$ cat config.mk
export PLATFORM = sky130hd
export DESIGN_NAME = led_ctrl
export DESIGN_NICKNAME = d
export VERILOG_FILES = /design/src/rtl/led_pkg.sv /design/src/rtl/led_channel.sv /design/src/rtl/led_ctrl.sv
export SDC_FILE = /design/constraint.sdc
export NUM_CORES = 1
export LEC_CHECK = 0
export ABC_AREA = 1
export BUFFER_PORTS_ARGS = -buffer_cell sky130_fd_sc_hd__buf_2
export CORE_ASPECT_RATIO = 1.2
export CORE_MARGIN = 1
export CORE_UTILIZATION = 35
export DETAILED_ROUTE_END_ITERATION = 8
export PLACE_DENSITY = 0.63
export RECOVER_POWER = 25
export SETUP_SLACK_MARGIN = 0.5
export SYNTH_ARGS = -nofsm -noshare
export SYNTH_HDL_FRONTEND = slang
export SYNTH_SLANG_ARGS = --single-unit
export TNS_END_PERCENT = 10
$ cat constraint.sdc
create_clock -name clk -period 2.2 [get_ports clk]
set_clock_uncertainty 0.2 [all_clocks]
set_input_delay 0.11 -clock clk [delete_from_list [all_inputs] [get_ports clk]]
set_output_delay 0.11 -clock clk [all_outputs]
set_load 0.01 [all_outputs]
$ cat src/rtl/led_pkg.sv
// Shared types and mode encodings for the LED controller.
package led_pkg;

  typedef logic [1:0] led_mode_t;

  localparam led_mode_t LED_OFF   = 2'd0;
  localparam led_mode_t LED_ON    = 2'd1;
  localparam led_mode_t LED_BLINK = 2'd2;
  localparam led_mode_t LED_PWM   = 2'd3;

endpackage

$ cat src/rtl/led_channel.sv
// One LED channel: holds its configuration, a tick counter and the
// registered LED level. A write always takes priority over a tick.
module led_channel
  import led_pkg::*;
#(
  parameter int CNT_W = 32
) (
  input  logic             clk,
  input  logic             reset_n,
  input  logic             tick,
  input  logic             wr,
  input  led_mode_t        mode,
  input  logic [CNT_W-1:0] period,
  input  logic [CNT_W-1:0] duty,
  output logic             led
);

  led_mode_t        mode_reg;
  logic [CNT_W-1:0] period_reg;
  logic [CNT_W-1:0] duty_reg;
  logic [CNT_W-1:0] cnt_reg;
  logic             led_reg;

  // The counter wraps when it reaches the period, so cnt+1 never passes it.
  logic wrap;
  assign wrap = (cnt_reg >= period_reg);

  // Configuration load on write, otherwise advance the active mode on tick.
  always_ff @(posedge clk or negedge reset_n) begin
    if (!reset_n) begin
      mode_reg   <= LED_OFF;
      period_reg <= '0;
      duty_reg   <= '0;
      cnt_reg    <= '0;
      led_reg    <= 1'b0;
    end else if (wr) begin
      mode_reg   <= mode;
      period_reg <= period;
      duty_reg   <= duty;
      cnt_reg    <= '0;
      led_reg    <= (mode == LED_ON);
    end else if (tick) begin
      case (mode_reg)
        LED_OFF: begin
          led_reg <= 1'b0;
          cnt_reg <= '0;
        end
        LED_ON: begin
          led_reg <= 1'b1;
          cnt_reg <= '0;
        end
        LED_BLINK: begin
          if (wrap) begin
            cnt_reg <= '0;
            led_reg <= ~led_reg;
          end else begin
            cnt_reg <= cnt_reg + CNT_W'(1);
          end
        end
        default: begin
          // PWM: high for the first `duty` ticks of each period+1 frame.
          led_reg <= (cnt_reg < duty_reg);
          cnt_reg <= wrap ? '0 : cnt_reg + CNT_W'(1);
        end
      endcase
    end
  end

  assign led = led_reg;

endmodule

$ cat src/rtl/led_ctrl.sv
// Multi-channel LED controller: shared prescaler, config write decode,
// bad-channel error pulse and one led_channel per output.
module led_ctrl
  import led_pkg::*;
#(
  parameter  int CHANNELS = 4,
  parameter  int CNT_W    = 32,
  parameter  int PRESCALE = 1,
  localparam int CH_W     = (CHANNELS > 1) ? $clog2(CHANNELS) : 1
) (
  input  logic                clk,
  input  logic                reset_n,
  input  logic                enable,
  input  logic                cfg_we,
  input  logic [CH_W-1:0]     cfg_ch,
  input  led_mode_t           cfg_mode,
  input  logic [CNT_W-1:0]    cfg_period,
  input  logic [CNT_W-1:0]    cfg_duty,
  output logic                cfg_err,
  output logic [CHANNELS-1:0] led
);

  localparam int              PRE_W    = (PRESCALE > 1) ? $clog2(PRESCALE) : 1;
  localparam logic [PRE_W-1:0] PRE_MAX = PRE_W'(PRESCALE - 1);
  localparam logic [CH_W:0]   CH_LIMIT = (CH_W + 1)'(CHANNELS);

  logic [PRE_W-1:0]    pre_reg;
  logic [PRE_W-1:0]    pre_next;
  logic                tick;
  logic                ch_valid;
  logic                cfg_err_reg;
  logic [CHANNELS-1:0] wr;

  assign tick     = enable && (pre_reg == PRE_MAX);
  assign ch_valid = ({1'b0, cfg_ch} < CH_LIMIT);

  // Prescaler next value: counts enabled cycles and wraps after PRESCALE-1.
  always_comb begin
    pre_next = pre_reg;
    if (enable) begin
      pre_next = (pre_reg == PRE_MAX) ? '0 : pre_reg + PRE_W'(1);
    end
  end

  // Prescaler state; frozen while enable is low.
  always_ff @(posedge clk or negedge reset_n) begin
    if (!reset_n) begin
      pre_reg <= '0;
    end else begin
      pre_reg <= pre_next;
    end
  end

  // One-cycle error pulse following a write to a nonexistent channel.
  always_ff @(posedge clk or negedge reset_n) begin
    if (!reset_n) begin
      cfg_err_reg <= 1'b0;
    end else begin
      cfg_err_reg <= cfg_we && !ch_valid;
    end
  end

  assign cfg_err = cfg_err_reg;

  for (genvar gi = 0; gi < CHANNELS; gi++) begin : g_ch
    assign wr[gi] = cfg_we && ch_valid && (cfg_ch == CH_W'(gi));

    led_channel #(
      .CNT_W(CNT_W)
    ) u_ch (
      .clk    (clk),
      .reset_n(reset_n),
      .tick   (tick),
      .wr     (wr[gi]),
      .mode   (cfg_mode),
      .period (cfg_period),
      .duty   (cfg_duty),
      .led    (led[gi])
    );
  end

endmodule

Word level (Yosys, flattened, before mapping). Cells that the tools add are included.

Register bits after elaboration: 397. Word-level logic and storage cells: 110. Bits of input ports: 72.

Equality and inequality tests: 16. Magnitude comparators: 8. Multiplexer cells: 33. Add/sub/neg operators: 5. Reduce and logical (&&, ||, !) cells: 22. Bitwise operators: 5.

Operators by type and width (number): 2-to-1 mux 32 bit (16); adder 32 x 1 -> 32 bit, second input constant (4); >= comparator 32 bit (4); < comparator 32 bit (4); 2-to-1 mux 1 bit (13); equality test 2 x 1 -> 1 bit, second input constant (6); equality test 2 bit, second input constant (6); != test 3 x 1 -> 1 bit, second input constant (4); case mux 1 bit (3 select lines) (4); logical NOT 2 bit (5); AND reduction 2 bit (4); nonzero test 2 bit (4); OR reduction 2 bit (4); logical AND 1 bit (5); inverter 1 bit (5); adder 1 bit, second input constant (1).

Depth between registers and ports, before layout.
Depth after elaboration: 5. Gate-level depth with buffers: 17. Depth with buffers taken out: 17.

By module. Synthesis repeated with hierarchy kept, for this count alone.

Cells, all modules: 2978. Area, all modules: 24124.4 um^2.

Modules (own cells, without submodules): led_channel (cells an instance 742, area each 6020.8 um^2, sequential area each 2477.4 um^2, times used 4); led_ctrl (cells an instance 10, area each 41.3 um^2, sequential area each 0.0 um^2, times used 1).

Worst setup path before layout. No wires, ideal clock.

Path type: register to register. Start: reg g_ch[3].u_ch.cnt_reg[27]. End: reg g_ch[3].u_ch.cnt_reg[28]. Setup time: 76 ps. Stages on the path, launching flop included: 11. Slack: 124 ps. Arrival: 1800 ps. Cells stage by stage: dfrtp_1 > ha_1 > a21oi_1 > o21ai_0 > a21o_1 > nor2_1 > nand3_1 > inv_2 > nand2_2 > buf_4 > o21ai_1.

Longest elaborated chain between the ends: 5.

RTL lines: from (decl) (line led_channel.sv:21) `logic [CNT_W-1:0] cnt_reg;`; from (signal assigned) (line led_channel.sv:57) `cnt_reg <= cnt_reg + CNT_W'(1);`; from (signal assigned) (line led_channel.sv:63) `cnt_reg <= wrap ? '0 : cnt_reg + CNT_W'(1);`; adder 32 x 1 -> 32 bit / >= comparator 32 bit (equally long branches) (line led_channel.sv:57, led_channel.sv:63, led_channel.sv:26); 2-to-1 mux 32 bit * (line led_channel.sv:53, led_channel.sv:63); 2-to-1 mux 32 bit *; 2-to-1 mux 32 bit * (line led_channel.sv:42) `end else if (tick) begin`; 2-to-1 mux 32 bit * (line led_channel.sv:36) `end else if (wr) begin`.

Every way passes the cells marked *; elsewhere a longest branch is shown, timed or not. The select of a mux whose other input is x is not followed. A chain may end at the register's enable or synchronous reset.

Final worst setup path.
Start: reg g_ch[0].u_ch.cnt_reg[30]. End: reg g_ch[0].u_ch.cnt_reg[24].

Longest elaborated chain between the ends: 5.

RTL lines: from (decl) (line led_channel.sv:21); from (signal assigned) (line led_channel.sv:57); from (signal assigned) (line led_channel.sv:63); >= comparator 32 bit (line led_channel.sv:26) `assign wrap = (cnt_reg >= period_reg);`; 2-to-1 mux 32 bit (line led_channel.sv:53, led_channel.sv:63); 2-to-1 mux 32 bit; 2-to-1 mux 32 bit (line led_channel.sv:42); 2-to-1 mux 32 bit (line led_channel.sv:36).

Every way passes these cells. The select of a mux whose other input is x is not followed.

==> metrics <==
hold slack final=about 12 ps; Avg Vias per Cell=approximately 5; largest net degree at the start of global routing=between 100 and 150; P per Cell Area=around 670 nW/um^2; Mapped Cells=roughly 3k; worst path required time=around 2500 ps; Net Sw Frac=0.293; Initial Util=0.354; post-synth top area share=0.418; Die Span X=around 240 um; final core utilization=0.445; sw power=about 6 mW; Leak Pwr=about 14 nW; Wirelength per Cell=~17 um; routability cong.=roughly 0.90; port bufs=75; drt total wl=72.8 mm; Syn Area/Cell=around 8.1 sq um; post-synthesis sequential area ratio=0.418; placed cells=3981; top cells by area, synth=dfrtp_1 42%, ha_1 14%, nand2_1 11%, inv_1 6.7%, o21ai_0 5.6%; CP endpoint kind=flip-flop; violated checks=setup timing; final worst slack=-86.2 ps; full die area=slightly below 70000 sq um; initial antenna violation count=4; Cell variety after synth=41; # DRC=0; Critical Path AT=2530 ps; maximum clock frequency=around 440 MHz; clk_lat worst skew=570 ps; P&R area growth vs syn=25.9%; H-Tree Level Count=2; total clock sinks=~400; post-route ant nets=0; TritonCTS clock tree=done; P_int=14.1 mW; post-synth top area cell=dfrtp_1; Tcrit/Tclk final=1.04; vias in the first global route=19.9k; setup TNS=-3630 ps; register bit total from synthesis=396; Slew HR=0.162; most common flop cell mapped by yosys=dfrtp_1; crit-path cells=ha_1, nand2_2, nor2_4, nand4_1, nor2_2, nand2_2, nand4_4, clkbuf_16, o22ai_4; cell repeated most along the worst path=nand2_2; Tot GR Track Use=0.211; Final setup viols=65; maximum vdd drop=around 560 uV; routed vias=between 20k and 25k; clock network fraction of total power=0.382; Worst-path clk slew=around 60 ps; Slew Viols, Final=0; GRT overflow=0; RSZ-0062 raised after global routing=true; status=finished, violations left; Post-DP HPWL=around 55 mm; DIE HEIGHT=287 um; syn_nets=approximately 3.2k; IO Pins=77; Tightest Pin Transition=1260 ps; slowest stage cell, crit path=dfrtp_1; layout cell share with drive strength beyond 1=0.184; nets@finish=about 3.6k; Iteration-0 DRC Markers=between 1k and 1.5k; Post-synth EDFFs=0; final hold violations=0; Max Fanout on Critical Path=8; Seq pwr share=0.427; Synth warnings=0; Logic pwr share=0.190; Mapped Area=around 24000 sq um; max-cap viol count=0; pre-CTS setup slack=-83.8 ps; fraction of registers with async set/reset=1.00; number of CTS-inserted buffers=42; Finished Layout Cells=around 4.2k; CORE AREA=between 60000 and 70000 sq um; global-route wire length before repair=113 mm; hold crit path type=in -> reg; clk root buf=clkbuf_16; CP startpoint kind=flip-flop; clock tree buffer depth=3; Final min period=2290 ps; Rows=approximately 100; cell with the most instances after synthesis=nand2_1; First-pass DRT Iterations=5; Synth top cells by count=693 x nand2_1, 425 x inv_1, 396 x dfrtp_1, 263 x o21ai_0, 256 x ha_1; Worst Path Class, Setup=reg -> reg; Crit path largest cell delay=between 400 and 500 ps
-- cells by family (layout without fill, tap and decap cells) --
kind of cell	Yosys count	count (layout)	synth area share
other	1	2	0.000158
and+or+nand+nor	1064	1067	0.194
DFF	396	396	0.418
adders and majority gates	256	256	0.135
xor gates and xnor gates	104	104	0.0384
AOI/OAI and AO/OA	569	569	0.127
buffers and inverters	525	886	0.0868
-- per-stage QoR --
stage	instance area, sq um	power, mW
CTS	29200	19.8
detailed placement	26300	11.9
global placement	26300	11.8
floorplan	23800	10.7
finish	29800	19.9
global route	29800	20.9
-- placed cells by master (no fill, tap or decap), types with 11 or more instances in the layout --
cell type / Yosys / layout
nor2_4: 6 / 13
nand2_2: 9 / 26
o21ai_2: 5 / 20
nand2_1: 693 / 674
nand4_1: 59 / 59
dlygate4sd3_1: 0 / 75
o22ai_2: 0 / 29
o22ai_1: 67 / 36
clkbuf_8: 0 / 13
nor2_2: 13 / 32
buf_2: 42 / 73
a21oi_1: 113 / 98
o21ai_1: 96 / 57
buf_4: 7 / 192
dfrtp_2: 0 / 12
clkbuf_1: 30 / 11
ha_1: 256 / 223
clkbuf_16: 0 / 46
nand3_1: 51 / 50
nor2_1: 152 / 126
a21oi_2: 0 / 15
inv_2: 18 / 32
ha_4: 0 / 31
xnor2_1: 19 / 19
dfrtp_1: 396 / 384
xor2_1: 85 / 85
o21ai_0: 263 / 287
inv_1: 425 / 410
nor3_1: 45 / 45
-- repair_timing --
action                                 in CTS  in global routing
hold buffers                               75                  0
setup endpoints to repair                 132                132
endpoints found under the hold margin     687                  0
resized for setup                          94                134
buffers inserted                           28                 11
pin swaps                                  42                 40
gates cloned                                6                  1
-- final cells by class --
type / instances / area [sq um]
clock buffers: 68 / 1340
inverters: 443 / 1670
diodes: 1 / 2.50
fillers: 6535 / 37200
multi-input cells: 1997 / 12700
repair buffers: 365 / 2920
flip-flops and latches: 396 / 9920
clock inverters: 10 / 131
well taps: 901 / 1130
-- critical path, delay by kind of cell (launching register included) --
kind	cells	cell delay, ps
adder cells (fa/ha/maj)	1	310
AO/OA/AOI/OAI	1	60
flip-flops	1	430
buffers and inverters	1	200
AND/OR/NAND/NOR	6	960
-- metal layers --
layer / vias up / GRT usage / wire length, um
met5: - / 0 / 42
li1: 10200 / - / -
met2: 471 / 0.358 / 34500
met3: 123 / 0.0244 / 3250
met4: 8 / 0.0688 / 2550
met1: 9722 / 0.279 / 32600
-- power groups by stage --
stage	Clock (mW)	Combinational [mW]	Sequential, mW
6_report	7.62	3.79	8.51
5_1_grt	7.98	4.34	8.59
2_1_floorplan	0	2.16	8.52
3_5_place_dp	0	3.33	8.61
4_1_cts	7.71	3.64	8.49
3_3_place_gp	0	3.24	8.59
-- path summary, 6_finish.rpt --
kind	from	endpoint	slack [ps]	cells after the start
setup / recovery	g_ch[0].u_ch.cnt_reg[30]	g_ch[0].u_ch.cnt_reg[24]	-90	9
hold / removal	enable	g_ch[2].u_ch.cnt_reg[24]	10	5
setup reg to reg	g_ch[0].u_ch.cnt_reg[30]	g_ch[0].u_ch.cnt_reg[24]	-90	9
hold reg to reg	g_ch[3].u_ch.duty_reg[0]	g_ch[3].u_ch.duty_reg[0]	300	2
max in group asynchronous	reset_n	g_ch[1].u_ch.cnt_reg[1]	280	4
min in group asynchronous	reset_n	g_ch[2].u_ch.period_reg[6]	630	3
No activity file was read; power rests on OpenSTA's default activity.
